$ cat config.mk
export PLATFORM = sky130hd
export DESIGN_NAME = seq_alu_datapath
export DESIGN_NICKNAME = d
export VERILOG_FILES = /design/src/rtl/seq_alu_pkg.sv /design/src/rtl/seq_alu_iter.sv /design/src/rtl/seq_alu_datapath.sv
export SDC_FILE = /design/constraint.sdc
export NUM_CORES = 1
export LEC_CHECK = 0
export ABC_AREA = 1
export ABC_CLOCK_PERIOD_IN_PS = 3100
export BUFFER_PORTS_ARGS = -buffer_cell sky130_fd_sc_hd__buf_2
export CORE_AREA = 2 2 97 146
export CTS_CLUSTER_DIAMETER = 40
export DETAILED_ROUTE_END_ITERATION = 8
export DIE_AREA = 0 0 99 148
export HOLD_SLACK_MARGIN = 0.12
export PLACE_DENSITY_LB_ADDON = 0.2
export SYNTH_ARGS = -nofsm -noshare
export SYNTH_HDL_FRONTEND = slang
export SYNTH_SLANG_ARGS = --single-unit
$ cat constraint.sdc
create_clock -name clk -period 3.1 [get_ports clk]
set_input_delay 0.93 -clock clk [delete_from_list [all_inputs] [get_ports clk]]
set_output_delay 0.93 -clock clk [all_outputs]
set_load 0.01 [all_outputs]
$ cat src/rtl/seq_alu_pkg.sv
// Shared definitions for the sequential ALU: opcodes, sequencer state codes
// and the Gray-code step decoder used by both sequencer and datapath.
package seq_alu_pkg;

  localparam logic [1:0] OP_ADD = 2'd0;
  localparam logic [1:0] OP_MUL = 2'd1;
  localparam logic [1:0] OP_DIV = 2'd2;
  localparam logic [1:0] OP_CMP = 2'd3;

  localparam int STEPS = 16;

  localparam logic [4:0] ST_IDLE0 = 5'b00000;
  localparam logic [4:0] ST_HOLD  = 5'b10001;
  localparam logic [4:0] ST_ONE   = 5'b10000;

  // Step index 1..STEPS for a step code, 0 for IDLE0/HOLD/ONE/illegal codes.
  function automatic logic [4:0] gray_step(input logic [4:0] cs);
    case (cs)
      5'b00001: gray_step = 5'd1;
      5'b00011: gray_step = 5'd2;
      5'b00010: gray_step = 5'd3;
      5'b00110: gray_step = 5'd4;
      5'b00111: gray_step = 5'd5;
      5'b00101: gray_step = 5'd6;
      5'b00100: gray_step = 5'd7;
      5'b01100: gray_step = 5'd8;
      5'b01101: gray_step = 5'd9;
      5'b01111: gray_step = 5'd10;
      5'b01110: gray_step = 5'd11;
      5'b01010: gray_step = 5'd12;
      5'b01011: gray_step = 5'd13;
      5'b01001: gray_step = 5'd14;
      5'b01000: gray_step = 5'd15;
      5'b11000: gray_step = 5'd16;
      default:  gray_step = 5'd0;
    endcase
  endfunction

endpackage

$ cat src/rtl/seq_alu_iter.sv
// One combinational iteration of the long operations:
//   MUL: shift-add, {carry,acc,mplier} >> 1 after conditional add of B.
//   DIV: restoring divide, {rem,quot} << 1 then trial subtract of B.
module seq_alu_iter
  import seq_alu_pkg::*;
#(
  parameter int WIDTH = 16
) (
  input  logic [1:0]       op_i,
  input  logic [WIDTH-1:0] acc_i,   // MUL: product high half, DIV: remainder
  input  logic [WIDTH-1:0] aux_i,   // MUL: multiplier/low half, DIV: quotient
  input  logic [WIDTH-1:0] b_i,
  output logic [WIDTH-1:0] acc_n_o,
  output logic [WIDTH-1:0] aux_n_o
);

  logic [WIDTH:0]   msum;
  logic [WIDTH:0]   rsh;
  logic [WIDTH-1:0] trial;
  logic             ge;

  assign msum  = {1'b0, acc_i} + (aux_i[0] ? {1'b0, b_i} : '0);
  assign rsh   = {acc_i, aux_i[WIDTH-1]};
  // Remainder stays below B, so when rsh >= B the difference fits in WIDTH bits.
  assign trial = rsh[WIDTH-1:0] - b_i;
  assign ge    = (rsh >= {1'b0, b_i});

  // Select the slice for the captured operation.
  always_comb begin
    acc_n_o = msum[WIDTH:1];
    aux_n_o = {msum[0], aux_i[WIDTH-1:1]};
    if (op_i == OP_DIV) begin
      acc_n_o = ge ? trial : rsh[WIDTH-1:0];
      aux_n_o = {aux_i[WIDTH-2:0], ge};
    end
  end

endmodule

$ cat src/rtl/seq_alu_datapath.sv
// Operand/result datapath of the sequential ALU. Follows the sequencer's
// state code: captures operands at start, does ADD/CMP in ONE and one
// MUL/DIV iteration per step, publishes result only at the final edge.
module seq_alu_datapath
  import seq_alu_pkg::*;
#(
  parameter int WIDTH = 16
) (
  input  logic               clk,
  input  logic               nrst,
  input  logic               en_i,
  input  logic [1:0]         opcode_i,
  input  logic [WIDTH-1:0]   a_i,
  input  logic [WIDTH-1:0]   b_i,
  input  logic [4:0]         cstate_i,
  output logic [2*WIDTH-1:0] result_o,
  output logic               dz_o
);

  logic [1:0]         op_q;
  logic [WIDTH-1:0]   a_q, b_q, acc_q, aux_q;
  logic [2*WIDTH-1:0] result_q;
  logic               dz_q;

  logic [WIDTH-1:0]   acc_n, aux_n;
  logic [WIDTH:0]     add_sum;
  logic [4:0]         step;
  logic               start, is_long, gt, lt;

  assign start   = en_i && ((cstate_i == ST_IDLE0) || (cstate_i == ST_HOLD));
  assign step    = gray_step(cstate_i);
  assign is_long = (op_q == OP_MUL) || (op_q == OP_DIV);
  assign add_sum = {1'b0, a_q} + {1'b0, b_q};
  assign gt      = (a_q > b_q);
  assign lt      = (a_q < b_q);

  seq_alu_iter #(.WIDTH(WIDTH)) u_iter (
    .op_i    (op_q),
    .acc_i   (acc_q),
    .aux_i   (aux_q),
    .b_i     (b_q),
    .acc_n_o (acc_n),
    .aux_n_o (aux_n)
  );

  // Capture at start, iterate in steps, write result on the op's last edge.
  // Op/state mismatches and illegal codes fall through and hold everything.
  always_ff @(posedge clk or negedge nrst) begin
    if (!nrst) begin
      op_q     <= OP_ADD;
      a_q      <= '0;
      b_q      <= '0;
      acc_q    <= '0;
      aux_q    <= '0;
      result_q <= '0;
      dz_q     <= 1'b0;
    end else if (start) begin
      op_q  <= opcode_i;
      a_q   <= a_i;
      b_q   <= b_i;
      acc_q <= '0;
      aux_q <= a_i;
    end else if ((cstate_i == ST_ONE) && !is_long) begin
      result_q <= (op_q == OP_ADD) ? {{(WIDTH-1){1'b0}}, add_sum}
                                   : {{(2*WIDTH-2){1'b0}}, gt, lt};
      dz_q     <= 1'b0;
    end else if ((step != 5'd0) && is_long) begin
      acc_q <= acc_n;
      aux_q <= aux_n;
      if (step == 5'(STEPS)) begin
        if ((op_q == OP_DIV) && (b_q == '0)) begin
          result_q <= {a_q, {WIDTH{1'b1}}};
          dz_q     <= 1'b1;
        end else begin
          result_q <= {acc_n, aux_n};
          if (op_q == OP_DIV) dz_q <= 1'b0;
        end
      end
    end
  end

  assign result_o = result_q;
  assign dz_o     = dz_q;

endmodule

Yosys cells after proc, flatten, opt, wreduce, memory -nomap -nowiden
Memory sizes are Yosys's and may differ from the RTL's. Cells that the tools add are included.

Register bits after elaboration: 99. Bits of input ports: 42. Memories kept: 1. Output and inout bits: 33. ROM bits: 160.

Memories: (no name shown) (words 32, width 5, rd ports 1, clocked after memory_dff 0, write ports 0, line seq_alu_pkg.sv:18) `case (cs)`.

$add $sub $neg: 3. Bitwise logic cells: 1. Multiplexer cells: 20. Reduce and logical (&&, ||, !) cells: 18. Order comparisons: 3. Eq/ne operators: 6.

Operators with widths (number): $mux 16 (10); $mux 32 (4); $add 16x16->17 (1); $add 16x17->17 (1); $ge 17x16->1 (1); $mux 17 (1); $gt 16x16->1 (1); $logic_not 16->1 (1); $lt 16x16->1 (1); $sub 16x16->16 (1); $eq 5x5->1 const B (3); $reduce_bool 2->1 (3); $logic_not 5->1 (1); $mux 1 (5); $reduce_bool 5->1 (1); $logic_and 1x1->1 (4); $reduce_and 4->1 (1); $reduce_and 3->1 (1); $reduce_bool 3->1 (1); $eq 2x1->1 const B (1); $eq 2x2->1 const B (1); $logic_not 2->1 (1); $logic_or 1x1->1 (2); $ne 2x2->1 const B (1); other kinds (3) (3).

Depth between registers and ports, before layout
Depth in word-level cells: 7. Mapped depth: 20. Mapped depth without buffers: 18.

By module
From an unflattened synthesis, not the netlist that was laid out.

Cells, all modules: 1316. Area, all modules: 8524.4 µm².

Modules (own cells, without submodules): seq_alu_datapath (instances 1, area each 5824.3 µm², cells an instance 774); seq_alu_iter (instances 1, area each 2700.1 µm², cells an instance 542).

Worst setup path before layout
OpenSTA, ideal clock, no wires.

Path type: register to register. Start point: reg aux_q[0]. End point: reg result_q[23] (netlist: result_o[23]). Arrival: 2.486 ns. Library setup time: 0.116 ns. Cell stages (with the launch flop): 20. Period minus slack after synthesis: 2.603 ns. Setup slack: 0.497 ns. Required time: 2.984 ns. Cells stage by stage: dfrtp_1 clkbuf_1 clkbuf_1 nand2_1 inv_1 ha_1 inv_1 fa_1 inv_1 nand3_1 nand2_1 nand2_1 nand2_1 inv_1 o21ai_0 a21oi_1 o21ai_0 nand3_1 nand2_1 nand2_1.

Word-level cells in the longest chain between the ends: 7.

RTL lines: from (decl) (line seq_alu_datapath.sv:21) `logic [WIDTH-1:0] a_q, b_q, acc_q, aux_q;`; from (signal assigned) (line seq_alu_datapath.sv:62) `aux_q <= a_i;`; from (signal assigned) (line seq_alu_datapath.sv:69) `aux_q <= aux_n;`; $mux 16 (line seq_alu_iter.sv:22) `assign msum = {1'b0, acc_i} + (aux_i[0] ? {1'b0, b_i} : '0);`; $add 16x17->17 (line seq_alu_iter.sv:22); $mux 16 (line seq_alu_iter.sv:32) `if (op_i == OP_DIV) begin`; $mux 32 (line seq_alu_datapath.sv:71) `if ((op_q == OP_DIV) && (b_q == '0)) begin`; $mux 32 (line seq_alu_datapath.sv:70) `if (step == 5'(STEPS)) begin`; $mux 32 (line seq_alu_datapath.sv:67) `end else if ((step != 5'd0) && is_long) begin`; $mux 32 (line seq_alu_datapath.sv:63) `end else if ((cstate_i == ST_ONE) && !is_long) begin`; to (signal assigned) (line seq_alu_datapath.sv:64) `result_q <= (op_q == OP_ADD) ? {{(WIDTH-1){1'b0}}, add_sum}`; to (signal assigned) (line seq_alu_datapath.sv:72) `result_q <= {a_q, {WIDTH{1'b1}}};`; to (signal assigned) (line seq_alu_datapath.sv:75) `result_q <= {acc_n, aux_n};`; to (decl) (line seq_alu_datapath.sv:22) `logic [2*WIDTH-1:0] result_q;`.

Every way passes these cells. The select of a mux whose other input is x is not followed. A chain may end at the register's enable or synchronous reset.

Worst setup path in the final report
Start point: reg b_q[12]. End point: reg result_q[17] (netlist: result_o[17]).

Word-level cells in the longest chain between the ends: 7. Elaborated cells between the ends (all ways): 9. Classes of those cells: order compare (1); mux (6); reduce/logical (2).

RTL lines: from (decl) (line seq_alu_datapath.sv:21); from (signal assigned) (line seq_alu_datapath.sv:60) `b_q <= b_i;`; $ge 17x16->1 (line seq_alu_iter.sv:26) `assign ge = (rsh >= {1'b0, b_i});`; $mux 16 (line seq_alu_iter.sv:33) `acc_n_o = ge ? trial : rsh[WIDTH-1:0];`; $mux 16 (line seq_alu_iter.sv:32); $mux 32 (*) (line seq_alu_datapath.sv:71); $mux 32 (*) (line seq_alu_datapath.sv:70); $mux 32 (*) (line seq_alu_datapath.sv:67); $mux 32 (*) (line seq_alu_datapath.sv:63).

Mark *: on every way between the ends. The rest lies on a longest branch, timed or not. The select of a mux whose other input is x is not followed.

==> metrics.sh <==
LAYOUT-DRIVE-GT1-SHARE=0.134
MAX_CAP_VIOL_COUNT=0
DRT_FIRST_PASS_ITERS=5
SETUP_REPAIR_AFTER_GLOBAL_ROUTING_MISSED_ITS_MARGIN='false'
DOMINANT_SYNTHESIZED_FLOP_CELL='sky130_fd_sc_hd__dfrtp_1'
FIN_NETS=1316
FINAL_MAX_SLEW_VIOL_COUNT=0
SYNTH.YOSYS.SEQ_AREA_SHARE=0.316
ASYNC_SET_RESET_FLOP_SHARE_OUT_OF_SYNTHESIS=1.00
CTS.HOLD.BUFFERS_ADDED=0
YOSYS_WARNINGS=0
POST_DRT_VIA_CELL_RATIO=5.76
PWR_DENSITY_CELL_nW_PER_UM2=1010
CRITPATHMAXFANOUT=20
FINALCLOCKSKEW_NS=0.00928
SMALLEST_SETUP_SLACK_AFTER_LAYOUT_NS=0.409
IO-PIN-COUNT=75
CTS.REPORTEDPATHS.CLKPINSLEW_NS=0.07
DIE_H_UM=148
DRC_ERRORS=0
PORT_BUFFERS=74
MOST_FREQUENT_STANDARD_CELL_IN_THE_LAYOUT_EXCLUDING_FILL_AND_TAP_CELLS='sky130_fd_sc_hd__nand2_1'
ROUTEDWLPERCELL_UM=18.2
AREA_GROWTH_PCT=11.5
CLOCK_TREE_FROM_TRITONCTS='done'
CLOCK-ROOT-BUFFER='sky130_fd_sc_hd__clkbuf_16'
ANTENNA-DIODE-COUNT=0
SETUP_VIOL_COUNT_FINAL=0
MAXIMUM_NUMBER_OF_PINS_ON_ONE_NET_BEFORE_GLOBAL_ROUTE_REPAIR=59
MAX_FREQ_MHz=372
CRITICAL_PATH_REQUIRED_NS=3.34
MAX_SLEW.WORST_PIN.SLEW_NS=0.599
GRT_ANTENNA_BEFORE_REPAIR=0
LAYOUT_COMMON_CELLS='sky130_fd_sc_hd__nand2_1 (335), sky130_fd_sc_hd__inv_1 (141), sky130_fd_sc_hd__dfrtp_1 (99)'
FINAL_MIN_PERIOD_OVER_CLOCK_PERIOD=0.868
CTS_REPAIR_RESIZES=0
NUM_VIAS=7882
DIE_AREA_UM2=14700
WORSTSETUPPATHTYPE='flop to flop'
DETAILED_PLACE_HPWL_UM=19900
DETAIL-ROUTE-ANTENNA-NETS=0
TIMING.CRITICAL_PATH.FROM_TYPE='flop'
CLOCK_TREE.HTREE_LEVEL_COUNT=3
OUTCOME='finished clean'
LEAKAGEPOWER_nW=4.81
GRT_USE_TOTAL=0.347
HP-CLASS='flop to flop'
FIN_TNS_SETUP_NS=0
WORST_SKEW_PAIR.LATE_LATENCY_NS=0.35
WORST_IR_DROP_VDD_V=0.000547
FINAL_GP_CONGESTION=0.998
YOSYS_REGISTER_BITS=99
VIAS_IN_THE_FIRST_GLOBAL_ROUTE=7841
STD_CELL_ROWS=52
GRT_OVERFLOW=0
SYNTH_AREA_PER_INST_UM2=6.96
COREAREA_UM2=13300
GRT_FIRST_PASS_WIRELENGTH_UM=39700
MAPPEDNETLISTNETS=1240
HOLD_VIOLATIONS=0
POSTCTSSETUPBUFFERS=0
DETAILEDROUTE.FIRSTITERATIONVIOLATIONS=710
DP_SLACK_NS=0.385
START_UTIL=0.588
FINALWIRELENGTH_UM=24900
CRITPATHARRIVALTIME_NS=2.93
POST_SYNTH_NUM_CELL_TYPES=49
MAX_SLEW_MARGIN=0.600
ENDPOINT_KIND='flop'
NUMBER_OF_SYNTHESIZED_FLOPS_WITH_AN_ENABLE_PIN=0
TIMING.FINAL.CRIT_PERIOD_NS=2.69
NUMCLOCKSINKS=99
SYNTH_CELLS=1126
NUMCTSBUFFERS=9
POST_SYNTH_INSTANCE_AREA_UM2=7840
CHIPWIDTH_UM=99
CLOCK_TREE.BUFFER_DEPTH=2
-- metrics by stage --
step	utilization	power, mW	hold WS [ns]	instance area [um2]	std cells
floorplan	-	6.03	0.482	7840	1126
global placement	0.633	7.51	0.461	8450	1353
detailed placement	0.633	7.57	0.461	8450	1353
CTS	0.655	8.72	0.480	8740	1369
global route	0.655	9.50	0.498	8740	1369
finish	0.655	8.81	0.475	8740	1369
-- worst max-delay path, stage by stage (launching register included) --
cell and delay (ns):
sky130_fd_sc_hd__dfrtp_1 0.43, sky130_fd_sc_hd__inv_1 0.13, sky130_fd_sc_hd__ha_1 0.43, sky130_fd_sc_hd__nand2_1 0.15, sky130_fd_sc_hd__inv_1 0.08, sky130_fd_sc_hd__nand2_1 0.05
sky130_fd_sc_hd__nor2_1 0.10, sky130_fd_sc_hd__nand2_1 0.10, sky130_fd_sc_hd__nor2_2 0.10, sky130_fd_sc_hd__nor2_2 0.06, sky130_fd_sc_hd__nand2_4 0.22, sky130_fd_sc_hd__inv_2 0.17
sky130_fd_sc_hd__nand2_1 0.09, sky130_fd_sc_hd__nand3_1 0.07, sky130_fd_sc_hd__nand2_1 0.10, sky130_fd_sc_hd__nand2_1 0.07, sky130_fd_sc_hd__nand2_1 0.15, sky130_fd_sc_hd__nand2_1 0.06
-- path summary, 6_finish.rpt --
check / from / end / slack, ns / cells after the start
max: b_q[12] / result_o[17] / 0.41 / 17
min: result_o[20] / result_o[20] / 0.47 / 2
max reg2reg: b_q[12] / result_o[17] / 0.41 / 17
min reg2reg: result_o[20] / result_o[20] / 0.47 / 2
max in group asynchronous: nrst / result_o[15] / 1.85 / 2
min in group asynchronous: nrst / op_q[1] / 0.58 / 1
-- cell usage after synthesis (11+ instances only) --
library cell,instances,area (um2)
sky130_fd_sc_hd__nand2_1,335,1260
sky130_fd_sc_hd__inv_1,141,529
sky130_fd_sc_hd__dfrtp_1,99,2480
sky130_fd_sc_hd__a21oi_1,86,430
sky130_fd_sc_hd__o21ai_0,86,430
sky130_fd_sc_hd__nor2_1,70,263
sky130_fd_sc_hd__ha_1,69,863
sky130_fd_sc_hd__nand3_1,58,290
sky130_fd_sc_hd__clkbuf_1,18,67.6
sky130_fd_sc_hd__nand4_1,12,75.1
sky130_fd_sc_hd__o221ai_1,12,105
sky130_fd_sc_hd__inv_2,11,41.3
sky130_fd_sc_hd__nand2_2,11,68.8
-- per-layer routing --
metal,vias to the layer above,global-route usage,share of wire
li1,3851,-,-
met1,3653,0.397,0.38
met2,291,0.625,0.52
met3,87,0.0449,0.048
met4,0,0.176,0.055
met5,-,0,0
-- cells by family (layout without fill, tap and decap cells) --
logic type	Yosys count	in the layout	synth area share
AND/OR/NAND/NOR	520	520	0.282
AO/OA/AOI/OAI	237	237	0.174
buffers and inverters	183	264	0.0932
flip-flops	99	99	0.316
adder cells (fa/ha/maj)	72	72	0.118
XOR/XNOR	14	14	0.0156
multiplexers	1	1	0.00128
-- registers in the layout, summed over array words and instances (netlist names) --
name	flops
op_q	2
aux_q	16
acc_q	16
a_q	16
result_o	32
dz_o	1
b_q	16
-- final cells by class --
| type | instances | area (um2) |
|---|---|---|
| clock buffers | 11 | 233 |
| inverters | 153 | 574 |
| repair buffers | 95 | 556 |
| well taps | 162 | 203 |
| flip-flops and latches | 99 | 2480 |
| clock inverters | 5 | 62.6 |
| multi-input cells | 844 | 4640 |
| fillers | 1211 | 4600 |
-- power by group --
group / switching, mW / total, mW / internal, mW
registers: 0.457 / 2.26 / 1.80
logic: 3.51 / 5.41 / 1.91
clock network: 0.505 / 1.14 / 0.631
total: 4.47 / 8.81 / 4.34
No activity file was read; power rests on OpenSTA's default activity.
